$ cat src/rtl/vend_pkg.sv
// Shared constants for the parametrised vending controller: one-hot state
// encodings and coin values in half-units.
package vend_pkg;

  localparam logic [3:0] S_IDLE    = 4'b0001;
  localparam logic [3:0] S_COLLECT = 4'b0010;
  localparam logic [3:0] S_VEND    = 4'b0100;
  localparam logic [3:0] S_PAYOUT  = 4'b1000;

  localparam logic [1:0] UNIT_HALF = 2'd1;
  localparam logic [1:0] UNIT_ONE  = 2'd2;

endpackage

$ cat src/rtl/vend_payout.sv
// Payout stage: releases change one coin per ready cycle, largest coin first,
// and reports the decremented credit back to the controller.
module vend_payout
  import vend_pkg::*;
#(
  parameter int CREDIT_W = 7
) (
  input  logic                i_sysclk,
  input  logic                i_sysrst,
  input  logic                payout_en,
  input  logic                payout_rdy,
  input  logic [CREDIT_W-1:0] credit,
  output logic [CREDIT_W-1:0] credit_nxt,
  output logic                payout_done,
  output logic                change_one,
  output logic                change_half
);

  logic take_one;
  logic take_half;

  always_comb begin
    take_one    = payout_en && payout_rdy && (credit >= CREDIT_W'(UNIT_ONE));
    take_half   = payout_en && payout_rdy && (credit == CREDIT_W'(UNIT_HALF));
    credit_nxt  = credit;
    if (take_one)
      credit_nxt = credit - CREDIT_W'(UNIT_ONE);
    else if (take_half)
      credit_nxt = credit - CREDIT_W'(UNIT_HALF);
    payout_done = payout_en && (credit_nxt == '0);
  end

  // Pulses land the cycle after the coin is taken from credit.
  always_ff @(posedge i_sysclk or posedge i_sysrst) begin
    if (i_sysrst) begin
      change_one  <= 1'b0;
      change_half <= 1'b0;
    end else begin
      change_one  <= take_one;
      change_half <= take_half;
    end
  end

endmodule

$ cat src/rtl/vend_fsm_param.sv
// Parametrised vending controller: credit accumulation, vend and refund FSM.
// Optional sales counter port enabled by defining VEND_SALES_CNT_EN.
module vend_fsm_param
  import vend_pkg::*;
#(
  parameter int PRICE    = 5,
  parameter int CREDIT_W = 7
) (
  input  logic                i_sysclk,
  input  logic                i_sysrst,
  input  logic                i_money_half,
  input  logic                i_money_one,
  input  logic                i_cancel,
  input  logic                i_payout_rdy,
  output logic                o_cola,
  output logic                o_change_half,
  output logic                o_change_one,
  output logic                o_busy,
  output logic [CREDIT_W-1:0] o_credit,
  output logic [3:0]          o_state
`ifdef VEND_SALES_CNT_EN
  ,
  output logic [15:0]         o_sales_cnt
`endif
);

  if (PRICE < 2 || PRICE > 63 || (PRICE + 2) > (2 ** CREDIT_W - 1)) begin : g_param_check
    $error("vend_fsm_param: PRICE out of 2..63 or CREDIT_W cannot hold PRICE+2");
  end

  localparam logic [CREDIT_W-1:0] PRICE_C = CREDIT_W'(PRICE);

  logic [3:0]          state;
  logic [3:0]          state_nxt;
  logic [CREDIT_W-1:0] credit;
  logic [CREDIT_W-1:0] credit_nxt;
  logic [CREDIT_W-1:0] coin_add;
  logic [CREDIT_W-1:0] credit_sum;
  logic [CREDIT_W-1:0] pay_credit_nxt;
  logic                pay_done;
  logic                coin_any;

  assign coin_any   = i_money_half | i_money_one;
  assign coin_add   = (i_money_half ? CREDIT_W'(UNIT_HALF) : '0)
                    + (i_money_one  ? CREDIT_W'(UNIT_ONE)  : '0);
  assign credit_sum = credit + coin_add;

  vend_payout #(
    .CREDIT_W (CREDIT_W)
  ) u_payout (
    .i_sysclk    (i_sysclk),
    .i_sysrst    (i_sysrst),
    .payout_en   (state == S_PAYOUT),
    .payout_rdy  (i_payout_rdy),
    .credit      (credit),
    .credit_nxt  (pay_credit_nxt),
    .payout_done (pay_done),
    .change_one  (o_change_one),
    .change_half (o_change_half)
  );

  always_comb begin
    state_nxt  = state;
    credit_nxt = credit;
    case (state)
      S_IDLE: begin
        if (coin_any) begin
          state_nxt  = S_COLLECT;
          credit_nxt = coin_add;
        end
      end
      S_COLLECT: begin
        // Cancel wins over reaching the price; the same-cycle coin is refunded too.
        credit_nxt = credit_sum;
        if (i_cancel)
          state_nxt = S_PAYOUT;
        else if (credit_sum >= PRICE_C)
          state_nxt = S_VEND;
      end
      S_VEND: begin
        credit_nxt = credit - PRICE_C;
        state_nxt  = (credit_nxt != '0) ? S_PAYOUT : S_IDLE;
      end
      S_PAYOUT: begin
        credit_nxt = pay_credit_nxt;
        if (pay_done)
          state_nxt = S_IDLE;
      end
      default: begin
        state_nxt  = S_IDLE;
        credit_nxt = '0;
      end
    endcase
  end

  always_ff @(posedge i_sysclk or posedge i_sysrst) begin
    if (i_sysrst) begin
      state  <= S_IDLE;
      credit <= '0;
    end else begin
      state  <= state_nxt;
      credit <= credit_nxt;
    end
  end

  assign o_cola   = (state == S_VEND);
  assign o_busy   = (state == S_VEND) || (state == S_PAYOUT);
  assign o_credit = credit;
  assign o_state  = state;

`ifdef VEND_SALES_CNT_EN
  always_ff @(posedge i_sysclk or posedge i_sysrst) begin
    if (i_sysrst)
      o_sales_cnt <= '0;
    else if ((state == S_VEND) && (o_sales_cnt != '1))
      o_sales_cnt <= o_sales_cnt + 16'd1;
  end
`endif

endmodule

$ cat config.mk
export PLATFORM = sky130hd
export DESIGN_NAME = vend_fsm_param
export DESIGN_NICKNAME = d
export VERILOG_FILES = /design/src/rtl/vend_pkg.sv /design/src/rtl/vend_payout.sv /design/src/rtl/vend_fsm_param.sv
export SDC_FILE = /design/constraint.sdc
export NUM_CORES = 1
export LEC_CHECK = 0
export BUFFER_PORTS_ARGS = -buffer_cell sky130_fd_sc_hd__buf_2
export CORE_MARGIN = 10
export CORE_UTILIZATION = 50
export CTS_CLUSTER_DIAMETER = 100
export DETAILED_ROUTE_END_ITERATION = 16
export GPL_TIMING_DRIVEN = 0
export PLACE_DENSITY = 0.72
export SLEW_MARGIN = 20
export SYNTH_ARGS = -nofsm -noshare
export SYNTH_HDL_FRONTEND = slang
export SYNTH_SLANG_ARGS = --single-unit
export TNS_END_PERCENT = 50
$ cat constraint.sdc
create_clock -name i_sysclk -period 3.9 [get_ports i_sysclk]
set_input_delay 0.195 -clock i_sysclk [delete_from_list [all_inputs] [get_ports i_sysclk]]
set_output_delay 0.195 -clock i_sysclk [all_outputs]
set_load 0.02 [all_outputs]
== After elaboration in Yosys (flattened, before gate mapping) ==
Index checks and enable logic that the tools add are counted.

* $add $sub $neg: 5
* Multipliers: 0
* Divide/modulo/power cells: 0
* Order comparisons: 2
* Equal/unequal tests: 8
* Shift-type cells: 0
* Multiplexer cells: 12
* Bitwise logic cells: 1
* Reductions and logical operators: 8

{| class="wikitable"
|+ Operator list
! kind !! count
|-
| one-hot mux 7 bit (4 select lines) || 1
|-
| 2-to-1 mux 7 bit || 3
|-
| 2-to-1 mux 4 bit || 5
|-
| one-hot mux 4 bit (4 select lines) || 1
|-
| adder 7 x 3 -> 7 bit || 1
|-
| == test 7 x 1 -> 1 bit, second input constant || 1
|-
| >= comparator 7 x 2 -> 1 bit, second input constant || 1
|-
| >= comparator 7 x 3 -> 1 bit, second input constant || 1
|-
| logical NOT 7 bit || 1
|-
| nonzero test 7 bit || 1
|-
| subtractor 7 x 1 -> 7 bit, second input constant || 1
|-
| subtractor 7 x 2 -> 7 bit, second input constant || 1
|-
| subtractor 7 x 3 -> 7 bit, second input constant || 1
|-
| == test 4 x 1 -> 1 bit, second input constant || 1
|-
| == test 4 x 2 -> 1 bit, second input constant || 1
|-
| == test 4 x 3 -> 1 bit, second input constant || 1
|-
| == test 4 bit, second input constant || 1
|-
| logical AND 1 bit || 4
|-
| != test 2 bit, second input constant || 2
|-
| adder 1 x 2 -> 3 bit || 1
|-
| != test 3 bit, second input constant || 1
|-
| AND reduction 3 bit || 1
|-
| 2-to-1 mux 2 bit || 1
|-
| logical OR 1 bit || 1
|-
| 2 further kinds || 2
|}

* Bits in registers: 13
* Latch bits: 0
* Bits in writable memories: 0
* ROM bits: 0
* Input bits: 6
* Logic and storage cells: 40
* Memories: 0

== Longest topological paths before layout ==
Gate-level depths: netlist of run 1.

* Depth after elaboration: 9
* Depth in mapped cells: 10
* Mapped depth without buffers: 9

== Cells and area by module ==
A second synthesis of run 1 with hierarchy kept.

* Cells, all modules: 170
* Area, all modules: 1501.4 um2

{| class="wikitable"
|+ By module, submodules not included
! module !! instances !! cells an instance !! area an instance (um2)
|-
| vend_fsm_param || 1 || 120 || 1059.8
|-
| vend_payout || 1 || 50 || 441.7
|}

== Least setup slack after synthesis of run 1 ==
Ideal clock, no wire load.

* Path type: register to register
* Start: register credit[1], in the netlist o_credit[1]
* End: register state[3], in the netlist o_state[3]
* Data arrival time: 2.319 ns
* Slack: 1.456 ns
* Stages on the path, launching flop included: 10
* Cell sequence: dfrtp_1 inv_1 ha_1 nor4b_2 nand2_1 or3_4 nor3_2 o221a_2 a21oi_2 a211o_1

* Longest elaborated chain between the ends: 8
* Elaborated cells between the ends (all ways): 19
* Classes of those cells: add/sub (4); order compare (2); eq/ne (3); mux (4); reduce/logical (6)

{| class="wikitable"
|+ Ends and longest elaborated chain
! element !! line !! RTL
|-
| start: declaration || vend_fsm_param.sv:35 || <nowiki>logic [CREDIT_W-1:0] credit;</nowiki>
|-
| start signal: assignment || vend_fsm_param.sv:102 || <nowiki>credit <= credit_nxt;</nowiki>
|-
| branches (longest 8 deep; another with adder 7 x 3 -> 7 bit) || n/a ||
|-
| end signal: assignment || vend_fsm_param.sv:101 || <nowiki>state <= state_nxt;</nowiki>
|-
| end: declaration || vend_fsm_param.sv:33 || <nowiki>logic [3:0] state;</nowiki>
|}

Several ways; the timed one is not identified.
A chain may end at the register's enable or synchronous reset.

== Worst setup path in the final report of run 1 ==
Ends and elaborated chain as after synthesis.

==> results.toml, run 1 <==
[timing]
fmax_ghz = 0.3676
holdWs_ps = 139.0
fin_crit_sh_pct = 69.75
drv_slew = 0
tns_ps = 0
finalHoldViolCount = 0
setup_viol = 0
worst_pin_slew_ps = 780.8
relSlewSlack_pct = 47.95
skew_ps = 12.39
rsz0062_at_grt = "false"
fin_crit_ps = 2720

[die]
die-area_sq_mm = 0.005199
start_util_pct = 53.34
dieHeight_microns = 72.11
coreArea_sq_mm = 0.002545
io_pins = 21
die_w_microns = 72.11
num_rows = 18

[yosys]
syn_inst = 171
ys_ff_latch = 13
synth_edf_count = 0
synth_flop_cell = "dfrtp_1"
ys_seq_area_share_pct = 24.06
yosys_warnings = 0
synthArstFlopShare_pct = 100.0
syn-num-nets = 188
synth_cell_type_count = 51
syn_avg_cell_area_sq_um = 7.939
synth_area_sq_mm = 0.001358

[pwr]
power.total_mw = 1.064
total_leakage_power_nw = 0.6775
ir_drop_uv = 490.7
powerDensity_mw_per_mm2 = 689.0

[worst_hold_path]
min_path_type = "in -> reg"

[grt]
grt_max_degree = 14
grt_antenna_before_repair = 0
overflow = 0
first_global_vias = 1381
grt_usage_pct = 15.57
grt_pass1_wl_microns = 6810

[placement]
placed_area_sq_mm = 0.001501
gp_congestion = 0.8725
port_buffers = 20
post-dp-hpwl_microns = 3133

[detailed_routing]
drt-initial-drc-count = 177
wl_per_cell_microns = 18.32
ant_nets = 0
finalWirelength_microns = 4141
viasPerCell = 6.588
vias = 1489
drc = 0
dr.pass1.iters = 6

[finish]
area_growth_pct = 13.73
fillers = 236
final_nets = 214
mostFrequentLayoutCells = "buf_2, nor2_1, nand2_1, a21oi_1, dfrtp_1"
layout-drive-gt1-share_pct = 21.43
seq_area_sq_um = 326.6
layout_commonest_cell = "buf_2"
stdcell_area_sq_mm = 0.001544
antennaDiodeCount = 0
multi_input_area_sq_um = 964.7

[worst_setup_path]
crit_required_ps = 4080
end_kind = "flop"
path_class = "reg -> reg"
start_kind = "flop"
crit_fanout = 11
crit_arrival_ps = 2900

[cts]
cts_max_level = 1
clock_path_buffers = 2
cts_root_buf = "clkbuf_4"
clock-sinks = 13
clkLatencyLatePin_ps = 290
cts_tree = "done"
cts-buffers-inserted = 3
cts_setup_buffers = 0
path_clk_slew_ps = 90

[run]
drv_cap = 0

[run_status]
outcome = "complete, no violations"
registers in the layout (all words and copies together) (netlist names):
register / flops
o_credit: 7
o_state: 4
u_payout.change_half: 1
u_payout.change_one: 1
worst paths after layout:
path | startpoint | end | slack (ps) | cells after the start
max in group asynchronous | i_sysrst | o_state[0] | 3050 | 3
setup reg to reg | o_credit[1] | o_state[3] | 1180 | 9
setup / recovery | o_credit[1] | o_state[3] | 1180 | 9
hold / removal | i_cancel | o_state[3] | 140 | 2
min in group asynchronous | i_sysrst | u_payout.change_one | 470 | 3
hold reg to reg | o_state[3] | o_state[1] | 750 | 3
per-stage QoR:
step	std cells	utilization [%]	worst slack [ps]
after floorplan	171	-	1457
after global placement	221	58.75	1245
after detailed placement	221	59.00	1210
after CTS	226	60.42	1193
after global routing	226	60.67	949.0
final	226	60.67	1180
what timing repair did:
action,CTS,global route
gates resized for setup,0,0
endpoints found under the hold margin,12,0
hold buffers,1,0
logic make-up after synthesis:
family                   Yosys count  synth area share (%)
XOR/XNOR                           5                 3.226
multiplexers                       1                0.7374
buffers and inverters             20                 5.806
AND/OR/NAND/NOR                   63                 26.27
flip-flops                        13                 24.06
AO/OA/AOI/OAI                     58                 29.22
adder cells (fa/ha/maj)           11                 10.69
where the power goes:
part | switching [mW] | internal, mW
registers | 0.0706 | 0.177
clock network | 0.0546 | 0.0398
logic | 0.453 | 0.269
metal layers:
metal	global-route usage (%)	vias up	wire [microns]
li1	-	690	-
met1	19.78	699	1777
met5	0	-	0
met2	25.46	88	1936
met3	3.946	12	377
met4	3.871	0	49
Yosys cell counts, drive strengths merged (2+ instances only):
library cell / count / area [sq um]
and2: 2 / 13.77
o21ai: 10 / 50.05
a22oi: 2 / 15.01
a221o: 3 / 32.53
a31oi: 7 / 43.79
a32oi: 2 / 17.52
a221oi: 2 / 17.52
xnor2: 3 / 26.28
o221ai: 3 / 26.28
a211oi: 2 / 15.01
buf: 5 / 22.52
nor3: 7 / 40.04
or4b: 2 / 20.02
nand4: 2 / 12.51
o22ai: 3 / 18.77
a21oi: 16 / 83.83
or3: 2 / 17.52
inv: 10 / 37.54
clkbuf: 4 / 15.01
dfrtp: 12 / 300.3
ha: 10 / 125.1
nor4b: 4 / 56.30
nor2b: 2 / 12.51
nand3: 7 / 35.03
nor2: 16 / 60.06
nand2: 16 / 67.56
xor2: 2 / 17.52
worst max-delay path: stages (launching register included):
cell	delay, ps
dfrtp_1	490
inv_1	350
ha_1	210
nor4b_2	290
nand2_1	190
or3_4	430
nor3_2	120
o221a_2	220
a21oi_2	70
a211o_1	230
final cells by class:
cell class	instances	share of cell area, %
flip-flops and latches	13	21.15
plain buffers	9	2.431
repair buffers	21	7.131
multi-input cells	138	62.48
inverters	11	2.674
well taps	30	2.431
clock buffers	4	1.702
(Power assumes the default switching activity.)
==> inputs of run 2 (changes only) <==
Clock period 3.9 ns to 2.7 ns, I/O delays scaled along.
==> results.toml, run 2 (synthesis results as in run 1) <==
[run_status]
outcome = "complete, no violations"

[die]
num_rows = 18
dieHeight_microns = 72.11
die-area_sq_mm = 0.005199
coreArea_sq_mm = 0.002545
die_w_microns = 72.11
io_pins = 21
start_util_pct = 53.34

[finish]
fillers = 231
layout_commonest_cell = "buf_2"
final_nets = 216
largest_reg_flops = 7
fin_cells = 228
stdcell_area_sq_mm = 0.001573
final_util_pct = 61.80
layout-drive-gt1-share_pct = 24.75
area_growth_pct = 15.85
mostFrequentLayoutCells = "buf_2, nor2_1, nand2_1, a21oi_1, dfrtp_1"
antennaDiodeCount = 0

[timing]
setup_viol = 0
drv_slew = 0
worst_pin_slew_ps = 757.0
relSlewSlack_pct = 49.40
finalHoldViolCount = 0
holdWs_ps = 76.44
tns_ps = 0
fin_crit_ps = 2544
fmax_ghz = 0.3932
skew_ps = 13.85
fin_crit_sh_pct = 94.21
layout_setup_ws_ps = 156.5

[worst_setup_path]
crit_fanout = 11
r2r-start = "o_credit[1]"
worst_path_max_delay_cell = "dfrtp_2"
reg2reg_to = "o_state[3]"
crit_required_ps = 2880
r2r_setup_slack_ps = 160
cp-startpoint = "o_credit[1]"
crit_chain = "clkinvlp_4, ha_1, nor4b_2, nand2_1, or3_4, nor3_2, o221a_2, a21oi_2, a211o_1"
max_stage_delay_ps = 490
crit_arrival_ps = 2720
start_kind = "flop"
cp.depth = 9
endpoint = "o_state[3]"
path_class = "reg -> reg"
cp_top_family = "simple AND/OR/NAND/NOR gates"
cp_num_buf_inv = 1
reg2regPathDepth = 9
end_kind = "flop"

[detailed_routing]
drc = 0
ant_nets = 0
dr.pass1.iters = 4
vias = 1464
viasPerCell = 6.421
drt-initial-drc-count = 175
finalWirelength_microns = 4232
wl_per_cell_microns = 18.56

[placement]
port_buffers = 20
post-dp-hpwl_microns = 3133
placed_area_sq_mm = 0.001501
gp_congestion = 0.8725
placed_cells = 221
dp_slack_ps = 9.589

[cts]
cts_tree = "done"
cts-buffers-inserted = 3
cts_max_level = 1
clock-sinks = 13
path_clk_slew_ps = 90
clkLatencyLatePin_ps = 300
clock_path_buffers = 2
cts_root_buf = "clkbuf_4"

[pwr]
powerDensity_mw_per_mm2 = 1000
total_leakage_power_nw = 0.6869
power.total_mw = 1.573
ir_drop_uv = 730.3

[grt]
first_global_vias = 1381
grt_max_degree = 14
grt_pass1_wl_microns = 6810
grt_usage_pct = 15.57
overflow = 0
grt_antenna_before_repair = 0

[worst_hold_path]
min_path_type = "in -> reg"

[run]
drv_cap = 0
[run 2: cell types whose count changed in the layout (fill, tap and decap cells not counted)]
cell,before,now
a21oi_1,15,14
a21oi_2,1,2
and4_1,1,0
and4_2,0,1
buf_1,2,1
buf_4,0,3
clkinvlp_4,0,1
dfrtp_1,12,11
dfrtp_2,0,1
inv_1,10,9
[run 2: what timing repair did]
item / in CTS / in global routing
gates resized for setup: 1 / 3
hold buffers: 1 / 0
hold endpoints to repair: 12 / 0
setup endpoints to repair: 2 / 3
setup buffers: 0 / 3
[run 2: metal layers]
layer / vias up / track usage (%) / share of wire (%)
li1: 694 / - / -
met1: 692 / 19.78 / 44
met2: 66 / 25.46 / 48
met3: 12 / 3.946 / 7.2
met4: 0 / 3.871 / 1.2
met5: - / 0 / 0
[run 2: worst min path at each step]
stage,slack (ps),from,cells after the start,to
after CTS,80,i_cancel,2,o_state[3]
after detailed placement,200,i_sysrst,2,o_credit[1]
after global placement,190,i_sysrst,2,o_credit[1]
after floorplan,10,i_sysrst,1,o_credit[0]
after global routing,70,i_cancel,2,o_state[3]
final,80,i_cancel,2,o_state[3]
[run 2: layout make-up]
cell class	count	area, sq um	area share, %
multi-input cells	138	969.7	61.65
flip-flops and latches	13	327.8	20.84
repair buffers	24	132.6	8.433
inverters	11	45.04	2.864
well taps	30	37.54	2.387
plain buffers	8	33.78	2.148
clock buffers	4	26.28	1.671
[run 2: report_power, final]
group          internal [mW]  total (mW)  switching (mW)
logic                  0.410        1.07           0.662
clock network         0.0575       0.140          0.0821
registers              0.256       0.362           0.106
==> inputs of run 3 (changes only) <==
Settings changed: PLACE_DENSITY 0.72 to 0.79, RECOVER_POWER set to 100.
==> results.toml, run 3 (synthesis results as in run 1) <==
[timing]
drv_slew = 0
tns_ps = 0
setup_viol = 0
fmax_ghz = 0.3908
skew_ps = 6.658
fin_crit_sh_pct = 94.77
fin_crit_ps = 2559
relSlewSlack_pct = 40.64
holdWs_ps = 80.36
worst_pin_slew_ps = 878.1
rsz0062_at_grt = "false"
layout_setup_ws_ps = 141.1
finalHoldViolCount = 0

[finish]
stdcell_area_sq_mm = 0.001551
mostFrequentLayoutCells = "clkbuf_1, nor2_1, nand2_1, a21oi_1, buf_2"
layout-drive-gt1-share_pct = 17.68
fillers = 245
area_growth_pct = 14.29
final_nets = 216
antennaDiodeCount = 0
largest_reg_flops = 7
final_util_pct = 60.96

[worst_setup_path]
cp_num_buf_inv = 2
cp_top_family = "simple AND/OR/NAND/NOR gates"
start_kind = "flop"
crit_arrival_ps = 2740
reg2regPathDepth = 10
max_stage_delay_ps = 490
path_class = "reg -> reg"
r2r-start = "o_credit[1]"
crit_chain = "clkinvlp_4, buf_4, ha_1, nor4b_2, nand2_1, or3_4, nor3_2, o221a_2, a21oi_2, a211o_1"
reg2reg_to = "o_state[3]"
worst_path_max_delay_cell = "dfrtp_2"
r2r_setup_slack_ps = 140
crit_required_ps = 2880
crit_fanout = 8
end_kind = "flop"

[run]
drv_cap = 0

[worst_hold_path]
hold_end = "o_state[3]"
min_path_type = "in -> reg"
hold_depth = 2
hp-start = "i_cancel"

[grt]
first_global_vias = 1469
grt_pass1_wl_microns = 6672
grt_max_degree = 14
grt_antenna_before_repair = 0
grt_usage_pct = 15.22
overflow = 0

[pwr]
swShare_pct = 53.82
powerDensity_mw_per_mm2 = 988.5
power.internal_uw = 708.2
switchingPower_uw = 825.4
seq_power_share_pct = 23.5
total_leakage_power_nw = 0.6363
power.share.clock_pct = 8.6
p_comb_share_pct = 67.9
ir_drop_uv = 541.2

[detailed_routing]
finalWirelength_microns = 4016
dr.pass1.iters = 5
vias = 1491
wl_per_cell_microns = 17.61
drt-initial-drc-count = 200
viasPerCell = 6.539
ant_nets = 0
drc = 0

[cts]
cts_tree = "done"
path_clk_slew_ps = 80
cts_max_level = 1
cts-buffers-inserted = 3
clock_path_buffers = 2
cts_root_buf = "clkbuf_4"
clkLatencyLatePin_ps = 290
clock-sinks = 13

[run_status]
outcome = "complete, no violations"

[die]
io_pins = 21
die_w_microns = 72.11
die-area_sq_mm = 0.005199
num_rows = 18
coreArea_sq_mm = 0.002545
start_util_pct = 53.34
dieHeight_microns = 72.11

[placement]
gp_congestion = 0.9208
dp_slack_ps = 5.487
post-dp-hpwl_microns = 3045
port_buffers = 20
placed_area_sq_mm = 0.001501
[run 3: layer usage]
layer	track usage [%]	vias up	routed length (microns)
li1	-	696	-
met1	17.69	704	1662
met2	26.14	85	1916
met3	4.898	6	387
met4	3.871	0	49
met5	0	-	0
[run 3: final cells by class]
| type | count | area, sq um | area share, % |
|---|---|---|---|
| Timing Repair Buffer | 24 | 118.9 | 7.661 |
| Inverter | 11 | 45.04 | 2.903 |
| Buffer | 8 | 33.78 | 2.177 |
| Multi-Input combinational cell | 138 | 962.2 | 62.02 |
| Sequential cell | 13 | 327.8 | 21.13 |
| Clock buffer | 4 | 26.28 | 1.694 |
| Tap cell | 30 | 37.54 | 2.419 |
[run 3: worst max-delay path by stage]
stage               slack, ps  cells past startpoint         from    endpoint
CTS                        40                      9  o_credit[1]  o_state[3]
floorplan                 260                      9  o_credit[1]  o_state[3]
global placement           30                      9  o_credit[1]  o_state[3]
detailed placement          5                      9  o_credit[1]  o_state[3]
global route               20                     10  o_credit[1]  o_state[3]
finish                    140                     10  o_credit[1]  o_state[3]
[run 3: worst reg2reg max path, cell delays in order (launching register included)]
cell and delay [ps]:
dfrtp_2 490, clkinvlp_4 150, buf_4 140, ha_1 140, nor4b_2 270, nand2_1 180, or3_4 420, nor3_2 130
o221a_2 210, a21oi_2 70, a211o_1 240
[run 3: power groups by stage]
stage                     Combinational (mW)  Sequential (mW)  Clock, mW
after global placement                 0.980            0.346          0
after CTS                               1.02            0.358      0.136
after global routing                    1.15            0.369      0.145
final                                   1.04            0.361      0.132
after floorplan                        0.699            0.398          0
after detailed placement                1.01            0.357          0
[run 3: metrics by stage]
stage | power [mW] | std cells
after detailed placement | 1.369 | 221
after CTS | 1.515 | 226
after floorplan | 1.097 | 171
after global placement | 1.326 | 221
after global routing | 1.665 | 228
final | 1.534 | 228
[run 3: repair_timing]
action                                  CTS  global route
endpoints found under the hold margin    12             0
endpoints found under the setup margin    1             3
gates resized for setup                   2             2
hold buffers                              1             0
buffers inserted                          0             3
